### src/rtl/lsu_pkg.sv
// Shared types and constants for the RV32 load/store unit.
package lsu_pkg;

   localparam int unsigned LSU_ADDR_W = 6;
   localparam int unsigned LSU_XLEN   = 32;

   // FSM state encoding
   typedef enum logic [1:0] {
      ST_IDLE   = 2'd0,
      ST_ACCESS = 2'd1,
      ST_WRITE  = 2'd2,
      ST_RESP   = 2'd3
   } lsu_state_e;

   // RV32I funct3 access-size codes
   localparam logic [2:0] F3_B  = 3'd0;
   localparam logic [2:0] F3_H  = 3'd1;
   localparam logic [2:0] F3_W  = 3'd2;
   localparam logic [2:0] F3_BU = 3'd4;
   localparam logic [2:0] F3_HU = 3'd5;

   // Cycles from acceptance edge to the rsp_valid cycle
   localparam int unsigned LAT_LOAD    = 2;
   localparam int unsigned LAT_SW      = 2;
   localparam int unsigned LAT_SUBWORD = 3;
   localparam int unsigned LAT_ERR     = 1;

   // Latched request control fields
   typedef struct packed {
      logic       write;
      logic [2:0] funct3;
      logic [1:0] offset;
   } lsu_req_t;

   // Illegal funct3 or misaligned offset for the access size
   function automatic logic lsu_req_bad(input logic       write,
                                        input logic [2:0] funct3,
                                        input logic [1:0] offset);
      logic illegal;
      logic misaligned;
      if (write) illegal = (funct3 > F3_W);
      else       illegal = (funct3 == 3'd3) || (funct3 == 3'd6) || (funct3 == 3'd7);
      misaligned = (((funct3 == F3_H) || (funct3 == F3_HU)) && offset[0]) ||
                   ((funct3 == F3_W) && (offset != 2'b00));
      return illegal || misaligned;
   endfunction

endpackage

### src/rtl/lsu_align.sv
// Lane steering: load extraction/extension and sub-word store merge.
module lsu_align
   import lsu_pkg::*;
#(
   parameter int unsigned XLEN = LSU_XLEN
) (
   input  logic [2:0]      funct3_i,
   input  logic [1:0]      offset_i,
   input  logic [XLEN-1:0] word_i,
   input  logic [XLEN-1:0] wdata_i,
   output logic [XLEN-1:0] load_data_c_o,
   output logic [XLEN-1:0] merge_data_c_o
);

   logic [7:0]  byte_c;
   logic [15:0] half_c;

   // Select the addressed byte and halfword from the memory word
   always_comb begin
      byte_c = word_i[{offset_i, 3'b000} +: 8];
      half_c = word_i[{offset_i[1], 4'b0000} +: 16];
   end

   // Sign- or zero-extend the selected lane
   always_comb begin
      load_data_c_o = '0;
      case (funct3_i)
         F3_B:    load_data_c_o = {{(XLEN-8){byte_c[7]}}, byte_c};
         F3_BU:   load_data_c_o = {{(XLEN-8){1'b0}}, byte_c};
         F3_H:    load_data_c_o = {{(XLEN-16){half_c[15]}}, half_c};
         F3_HU:   load_data_c_o = {{(XLEN-16){1'b0}}, half_c};
         F3_W:    load_data_c_o = word_i;
         default: load_data_c_o = '0;
      endcase
   end

   // Substitute the store lane(s) into the old word
   always_comb begin
      merge_data_c_o = word_i;
      case (funct3_i)
         F3_B:    merge_data_c_o[{offset_i, 3'b000} +: 8]     = wdata_i[7:0];
         F3_H:    merge_data_c_o[{offset_i[1], 4'b0000} +: 16] = wdata_i[15:0];
         default: merge_data_c_o = wdata_i;
      endcase
   end

endmodule

### src/rtl/rv32_lsu.sv
// RV32 MEM-stage load/store unit for a word-addressed data memory without
// byte enables; SB/SH are done as read-modify-write.
// Optional: define LSU_BOUNDS_CHECK_EN to flag addresses above the memory
// range as errors instead of wrapping.
module rv32_lsu
   import lsu_pkg::*;
#(
   parameter int unsigned ADDR_W = LSU_ADDR_W,
   parameter int unsigned XLEN   = LSU_XLEN
) (
   input  logic              clk,
   input  logic              rst,
   input  logic              req_valid,
   input  logic              req_write,
   input  logic [2:0]        req_funct3,
   input  logic [XLEN-1:0]   req_addr,
   input  logic [XLEN-1:0]   req_wdata,
   output logic              req_ready,
   output logic              stall,
   output logic              rsp_valid,
   output logic [XLEN-1:0]   rsp_rdata,
   output logic              rsp_err,
   output logic              mem_read,
   output logic              mem_write,
   output logic [ADDR_W-1:0] mem_addr,
   output logic [XLEN-1:0]   mem_wdata,
   input  logic [XLEN-1:0]   mem_rdata
);

   lsu_state_e        state_q, state_d;
   lsu_req_t          req_q, req_d;
   logic              err_q, err_d;
   logic [XLEN-1:0]   wdata_q, wdata_d;

   logic              req_ready_q, req_ready_d;
   logic              rsp_valid_q, rsp_valid_d;
   logic [XLEN-1:0]   rsp_rdata_q, rsp_rdata_d;
   logic              rsp_err_q, rsp_err_d;
   logic              mem_read_q, mem_read_d;
   logic              mem_write_q, mem_write_d;
   logic [ADDR_W-1:0] mem_addr_q, mem_addr_d;
   // Doubles as the merge buffer for SB/SH
   logic [XLEN-1:0]   mem_wdata_q, mem_wdata_d;

   logic [XLEN-1:0]   load_data_c;
   logic [XLEN-1:0]   merge_data_c;
   logic              req_bad_c;

   // Request classification at acceptance
`ifdef LSU_BOUNDS_CHECK_EN
   assign req_bad_c = lsu_req_bad(req_write, req_funct3, req_addr[1:0]) ||
                      (|req_addr[XLEN-1:ADDR_W+2]);
`else
   logic unused_addr_hi;
   assign unused_addr_hi = ^req_addr[XLEN-1:ADDR_W+2];
   assign req_bad_c      = lsu_req_bad(req_write, req_funct3, req_addr[1:0]);
`endif

   lsu_align #(
      .XLEN (XLEN)
   ) u_align (
      .funct3_i       (req_q.funct3),
      .offset_i       (req_q.offset),
      .word_i         (mem_rdata),
      .wdata_i        (wdata_q),
      .load_data_c_o  (load_data_c),
      .merge_data_c_o (merge_data_c)
   );

   // State, request and output registers
   always_ff @(posedge clk or negedge rst) begin
      if (!rst) begin
         state_q     <= ST_IDLE;
         req_q       <= '0;
         err_q       <= 1'b0;
         wdata_q     <= '0;
         req_ready_q <= 1'b1;
         rsp_valid_q <= 1'b0;
         rsp_rdata_q <= '0;
         rsp_err_q   <= 1'b0;
         mem_read_q  <= 1'b0;
         mem_write_q <= 1'b0;
         mem_addr_q  <= '0;
         mem_wdata_q <= '0;
      end else begin
         state_q     <= state_d;
         req_q       <= req_d;
         err_q       <= err_d;
         wdata_q     <= wdata_d;
         req_ready_q <= req_ready_d;
         rsp_valid_q <= rsp_valid_d;
         rsp_rdata_q <= rsp_rdata_d;
         rsp_err_q   <= rsp_err_d;
         mem_read_q  <= mem_read_d;
         mem_write_q <= mem_write_d;
         mem_addr_q  <= mem_addr_d;
         mem_wdata_q <= mem_wdata_d;
      end
   end

   // Next-state, datapath updates and next-cycle output decode
   always_comb begin
      state_d     = state_q;
      req_d       = req_q;
      err_d       = err_q;
      wdata_d     = wdata_q;
      rsp_rdata_d = rsp_rdata_q;
      mem_addr_d  = mem_addr_q;
      mem_wdata_d = mem_wdata_q;

      case (state_q)
         ST_IDLE: begin
            if (req_valid) begin
               req_d.write  = req_write;
               req_d.funct3 = req_funct3;
               req_d.offset = req_addr[1:0];
               wdata_d      = req_wdata;
               mem_addr_d   = req_addr[ADDR_W+1:2];
               rsp_rdata_d  = '0;
               mem_wdata_d  = '0;
               err_d        = req_bad_c;
               if (req_bad_c) begin
                  state_d = ST_RESP;
               end else begin
                  state_d = ST_ACCESS;
                  if (req_write && (req_funct3 == F3_W)) mem_wdata_d = req_wdata;
               end
            end
         end
         ST_ACCESS: begin
            if (!req_q.write) begin
               rsp_rdata_d = load_data_c;
               state_d     = ST_RESP;
            end else if (req_q.funct3 == F3_W) begin
               state_d = ST_RESP;
            end else begin
               mem_wdata_d = merge_data_c;
               state_d     = ST_WRITE;
            end
         end
         ST_WRITE: state_d = ST_RESP;
         ST_RESP: begin
            mem_wdata_d = '0;
            state_d     = ST_IDLE;
         end
         default: state_d = ST_IDLE;
      endcase

      req_ready_d = (state_d == ST_IDLE);
      rsp_valid_d = (state_d == ST_RESP);
      rsp_err_d   = (state_d == ST_RESP) && err_d;
      mem_read_d  = (state_d == ST_ACCESS) && !(req_d.write && (req_d.funct3 == F3_W));
      mem_write_d = ((state_d == ST_ACCESS) && req_d.write && (req_d.funct3 == F3_W)) ||
                    (state_d == ST_WRITE);
   end

   // Freeze the pipeline from request presentation until the response cycle
   assign stall = ((state_q == ST_IDLE) && req_valid) ||
                  (state_q == ST_ACCESS) || (state_q == ST_WRITE);

   assign req_ready = req_ready_q;
   assign rsp_valid = rsp_valid_q;
   assign rsp_rdata = rsp_rdata_q;
   assign rsp_err   = rsp_err_q;
   assign mem_read  = mem_read_q;
   assign mem_write = mem_write_q;
   assign mem_addr  = mem_addr_q;
   assign mem_wdata = mem_wdata_q;

endmodule

### config.mk
export PLATFORM = sky130hd
export DESIGN_NAME = rv32_lsu
export DESIGN_NICKNAME = d
export VERILOG_FILES = /design/src/rtl/lsu_pkg.sv /design/src/rtl/lsu_align.sv /design/src/rtl/rv32_lsu.sv
export SDC_FILE = /design/constraint.sdc
export NUM_CORES = 1
export LEC_CHECK = 0
export CAP_MARGIN = 10
export CORE_ASPECT_RATIO = 1.2
export CORE_MARGIN = 3
export CORE_UTILIZATION = 26
export CTS_BUF_LIST = sky130_fd_sc_hd__clkbuf_8
export DETAILED_ROUTE_END_ITERATION = 10
export PLACE_DENSITY = 0.53
export SYNTH_ARGS = -nofsm -noshare
export SYNTH_HDL_FRONTEND = slang
export SYNTH_SLANG_ARGS = --single-unit
### constraint.sdc
create_clock -name clk -period 6.55 [get_ports clk]
set_clock_uncertainty 0.05 [all_clocks]
set_input_delay 1.31 -clock clk [delete_from_list [all_inputs] [get_ports clk]]
set_output_delay 1.31 -clock clk [all_outputs]
set_load 0.05 [all_outputs]
==> results.tsv <==
stage	metric	value	unit
timing	final worst hold slack	0.4262	ns
global_routing	number of antenna violations at the first check in global routing	0	
critical_path	source of the critical timing path	req_valid	
timing	RSZ-0062 raised after global routing	false	
layout	Non-Filler Instances	1084	
timing	transition time at the pin with the least slew margin	0.9972	ns
timing	setup total negative slack	0	ns
run_status	run status	finished clean	
critical_path	setup slack of the most critical reg-to-reg path	3.86	ns
layout	final design utilization	35.98	%
detailed_routing	drt wl/cell	20.79	microns
critical_path	maximum fanout along the worst path	6	
logic_synthesis	Mapped Cells	626	
timing	Slew Limit Fails	0	
clocking	buffers inserted during post-CTS setup optimization	0	
global_routing	number of global-route vias before repair	5597	
detailed_routing	drt drc	0	
critical_path	kind of critical path	input pin to primary output	
clocking	Clock Sink Count	116	
global_routing	pin count of the biggest net entering global routing	69	
worst_hold_path	Hold WC Path Type	flip-flop to flip-flop	
layout	commonest cells after routing, fill and taps aside	153 x sky130_fd_sc_hd__clkdlybuf4s50_1, 144 x sky130_fd_sc_hd__nand2_1, 115 x sky130_fd_sc_hd__dfrtp_1	
detailed_routing	total vias in the final route	5659	
detailed_routing	routed wire length	22540	microns
die	core outline area	23280	sq um
run	number of maximum-capacitance constraint violations	0	
logic_synthesis	unique cell type count in the Yosys netlist	68	
power_and_ir_drop	total power per unit cell area	545.8	nW/um^2
clocking	TritonCTS clock tree	done	
global_routing	wire length of the first global-routing pass	34740	microns
worst_hold_path	start point of the worst min-delay path	mem_addr[5]	
clocking	total clock buffers created by CTS	17	
power_and_ir_drop	static leakage power	3.524	nW
logic_synthesis	Seq/Total Area, Yosys	47.05	%
logic_synthesis	yosys synthesis warning count	0	
timing	highest attainable clock frequency	224.5	MHz
power_and_ir_drop	Max IR drop VDD	180.6	uV
logic_synthesis	leading area contributor after synthesis	sky130_fd_sc_hd__dfrtp_1	
logic_synthesis	largest cells by area after synthesis	sky130_fd_sc_hd__dfrtp_1 47%, sky130_fd_sc_hd__nand2_1 8.8%, sky130_fd_sc_hd__a221o_1 7.8%	
logic_synthesis	Post-Syn Nets	738	
timing	share of the cycle needed by the critical path after routing	68.02	%
place	Buffers on Ports	154	
critical_path	Crit. End Element	primary output	
clocking	Resized Gates After CTS	0	
place	detailed placement HPWL	16130	microns
die	std cell rows	61	
critical_path	Critical Path AT	3.10	ns
die	Die Span X	146.7	microns
timing	final hold vios	0	
critical_path	Required @ worst endpoint	5.19	ns
logic_synthesis	Post-Syn Area	6172	sq um
detailed_routing	routed vias/inst	5.220	
clocking	clk buf depth	2	
detailed_routing	Iteration-0 DRC Markers	494	
timing	Min Clock Period, post-route	4.455	ns
detailed_routing	drt first pass iters	5	
layout	most frequent standard cell in the layout excluding fill and tap cells	sky130_fd_sc_hd__clkdlybuf4s50_1	
place	cell count after placement	1053	
layout	layout cells sized above 1	10.79	%
die	I/O pin count	179	
detailed_routing	antenna viol nets, final	0	
die	chip height	174.8	microns
clocking	CTS HTree Levels	4	
die	initial core utilization	26.51	%
logic_synthesis	Yosys reg bits	116	
clocking	Hold-fix buffers, CTS	0	
logic_synthesis	async set or reset register ratio after synthesis	100.0	%
global_routing	global router's overall resource usage	17.50	%
critical_path	reg-to-reg startpoint	req_q[1]	
layout	antenna diode count	0	
clocking	cell at the root of the clock tree	sky130_fd_sc_hd__clkbuf_8	
power_and_ir_drop	overall power	4.571	mW
layout	layout net count	869	
clocking	clock insertion delay at the later pin of the skew report	0.44	ns
clocking	post-CTS clock slew at the launch and capture registers of the worst setup and hold paths	0.08	ns
timing	final count of negative-setup-slack endpoints	0	
logic_synthesis	EDFF count, synth	0	
critical_path	critical path launch point type	input pin	
layout	relative area change from synthesis to final layout	35.70	%
logic_synthesis	post-synth top area share	46.62	%
layout	number of filler cells placed in the layout	2390	
die	Die Outline Area	25630	sq um
logic_synthesis	synthesized area per cell	9.860	sq um
place	Final Wtd Congestion	0.8839	
global_routing	GR Overflow Total	0	
logic_synthesis	Synth Flop Type	sky130_fd_sc_hd__dfrtp_1	
timing	Slew HR	33.16	%
-- metrics by stage --
stage | cell area [sq um] | worst slack, ns
6_report | 8376 | 2.095
2_1_floorplan | 6172 | 2.910
5_1_grt | 8376 | 2.045
3_3_place_gp | 7968 | 2.098
4_1_cts | 8376 | 2.080
3_5_place_dp | 7968 | 2.092
-- metal layers --
metal | vias up | GRT usage, % | wire length [microns]
met1 | 2840 | 24.30 | 10200
met4 | 0 | 4.118 | 217
li1 | 2617 | - | -
met5 | - | 0 | 0
met3 | 12 | 3.891 | 1344
met2 | 190 | 27.93 | 10770
-- power breakdown --
part | switching [mW] | leakage [nW] | total (mW) | internal, mW
Clock | 0.315 | 0.204 | 0.699 | 0.383
Combinational | 1.71 | 1.80 | 2.62 | 0.910
Sequential | 0.241 | 1.52 | 1.26 | 1.01
Total | 2.26 | 3.52 | 4.57 | 2.31
-- critical path, cell delays in order --
cell	delay [ns]
sky130_fd_sc_hd__clkdlybuf4s50_1	0.52
sky130_fd_sc_hd__and2_2	0.23
sky130_fd_sc_hd__or3_1	0.32
sky130_fd_sc_hd__clkdlybuf4s50_1	0.71
-- cell type report --
| cell class | count | area, sq um | area share (%) |
|---|---|---|---|
| clock buffers | 18 | 247.7 | 2.958 |
| multi-input cells | 446 | 3003 | 35.85 |
| inverters | 10 | 37.54 | 0.4482 |
| well taps | 315 | 394.1 | 4.706 |
| flip-flops and latches | 116 | 2904 | 34.67 |
| clock inverters | 13 | 160.2 | 1.912 |
| repair buffers | 166 | 1629 | 19.45 |
-- flip-flops by register name, indices dropped and copies added (netlist names) --
| signal | flops |
|---|---|
| mem_wdata | 32 |
| rsp_rdata | 32 |
| rsp_valid | 1 |
| state_q | 2 |
| wdata_q | 32 |
| err_q | 1 |
| req_q | 6 |
| req_ready | 1 |
| mem_addr | 6 |
| mem_read | 1 |
| rsp_err | 1 |
| mem_write | 1 |
-- cells in the mapped netlist (8+ instances only) --
master and number:
sky130_fd_sc_hd__a21oi_1 11, sky130_fd_sc_hd__a221o_1 48, sky130_fd_sc_hd__a221oi_1 16, sky130_fd_sc_hd__buf_2 18, sky130_fd_sc_hd__clkbuf_1 28, sky130_fd_sc_hd__dfrtp_1 115, sky130_fd_sc_hd__ha_1 9, sky130_fd_sc_hd__inv_1 10
sky130_fd_sc_hd__mux2_2 13, sky130_fd_sc_hd__nand2_1 145, sky130_fd_sc_hd__nor2_1 23, sky130_fd_sc_hd__nor4b_1 8, sky130_fd_sc_hd__o211ai_1 11, sky130_fd_sc_hd__o21ai_0 31, sky130_fd_sc_hd__o31ai_1 8
-- path summary, 6_finish.rpt --
path | endpoint | cells after the start
setup / recovery | stall | 4
max in group asynchronous | rsp_rdata[7] | 2
min in group asynchronous | rsp_err | 1
setup reg to reg | mem_wdata[24] | 7
hold / removal | mem_addr[5] | 2
hold reg to reg | mem_addr[5] | 2
-- logic make-up (layout without fill, tap and decap cells) --
family	Yosys count	after routing	share of synthesized area (%)
adder cells (fa/ha/maj)	9	9	1.824
AO/OA/AOI/OAI	192	192	25.30
multiplexers	20	20	3.710
buffers and inverters	64	207	4.581
flip-flops	116	116	47.05
AND/OR/NAND/NOR	225	225	17.54
(Power assumes the default switching activity.)
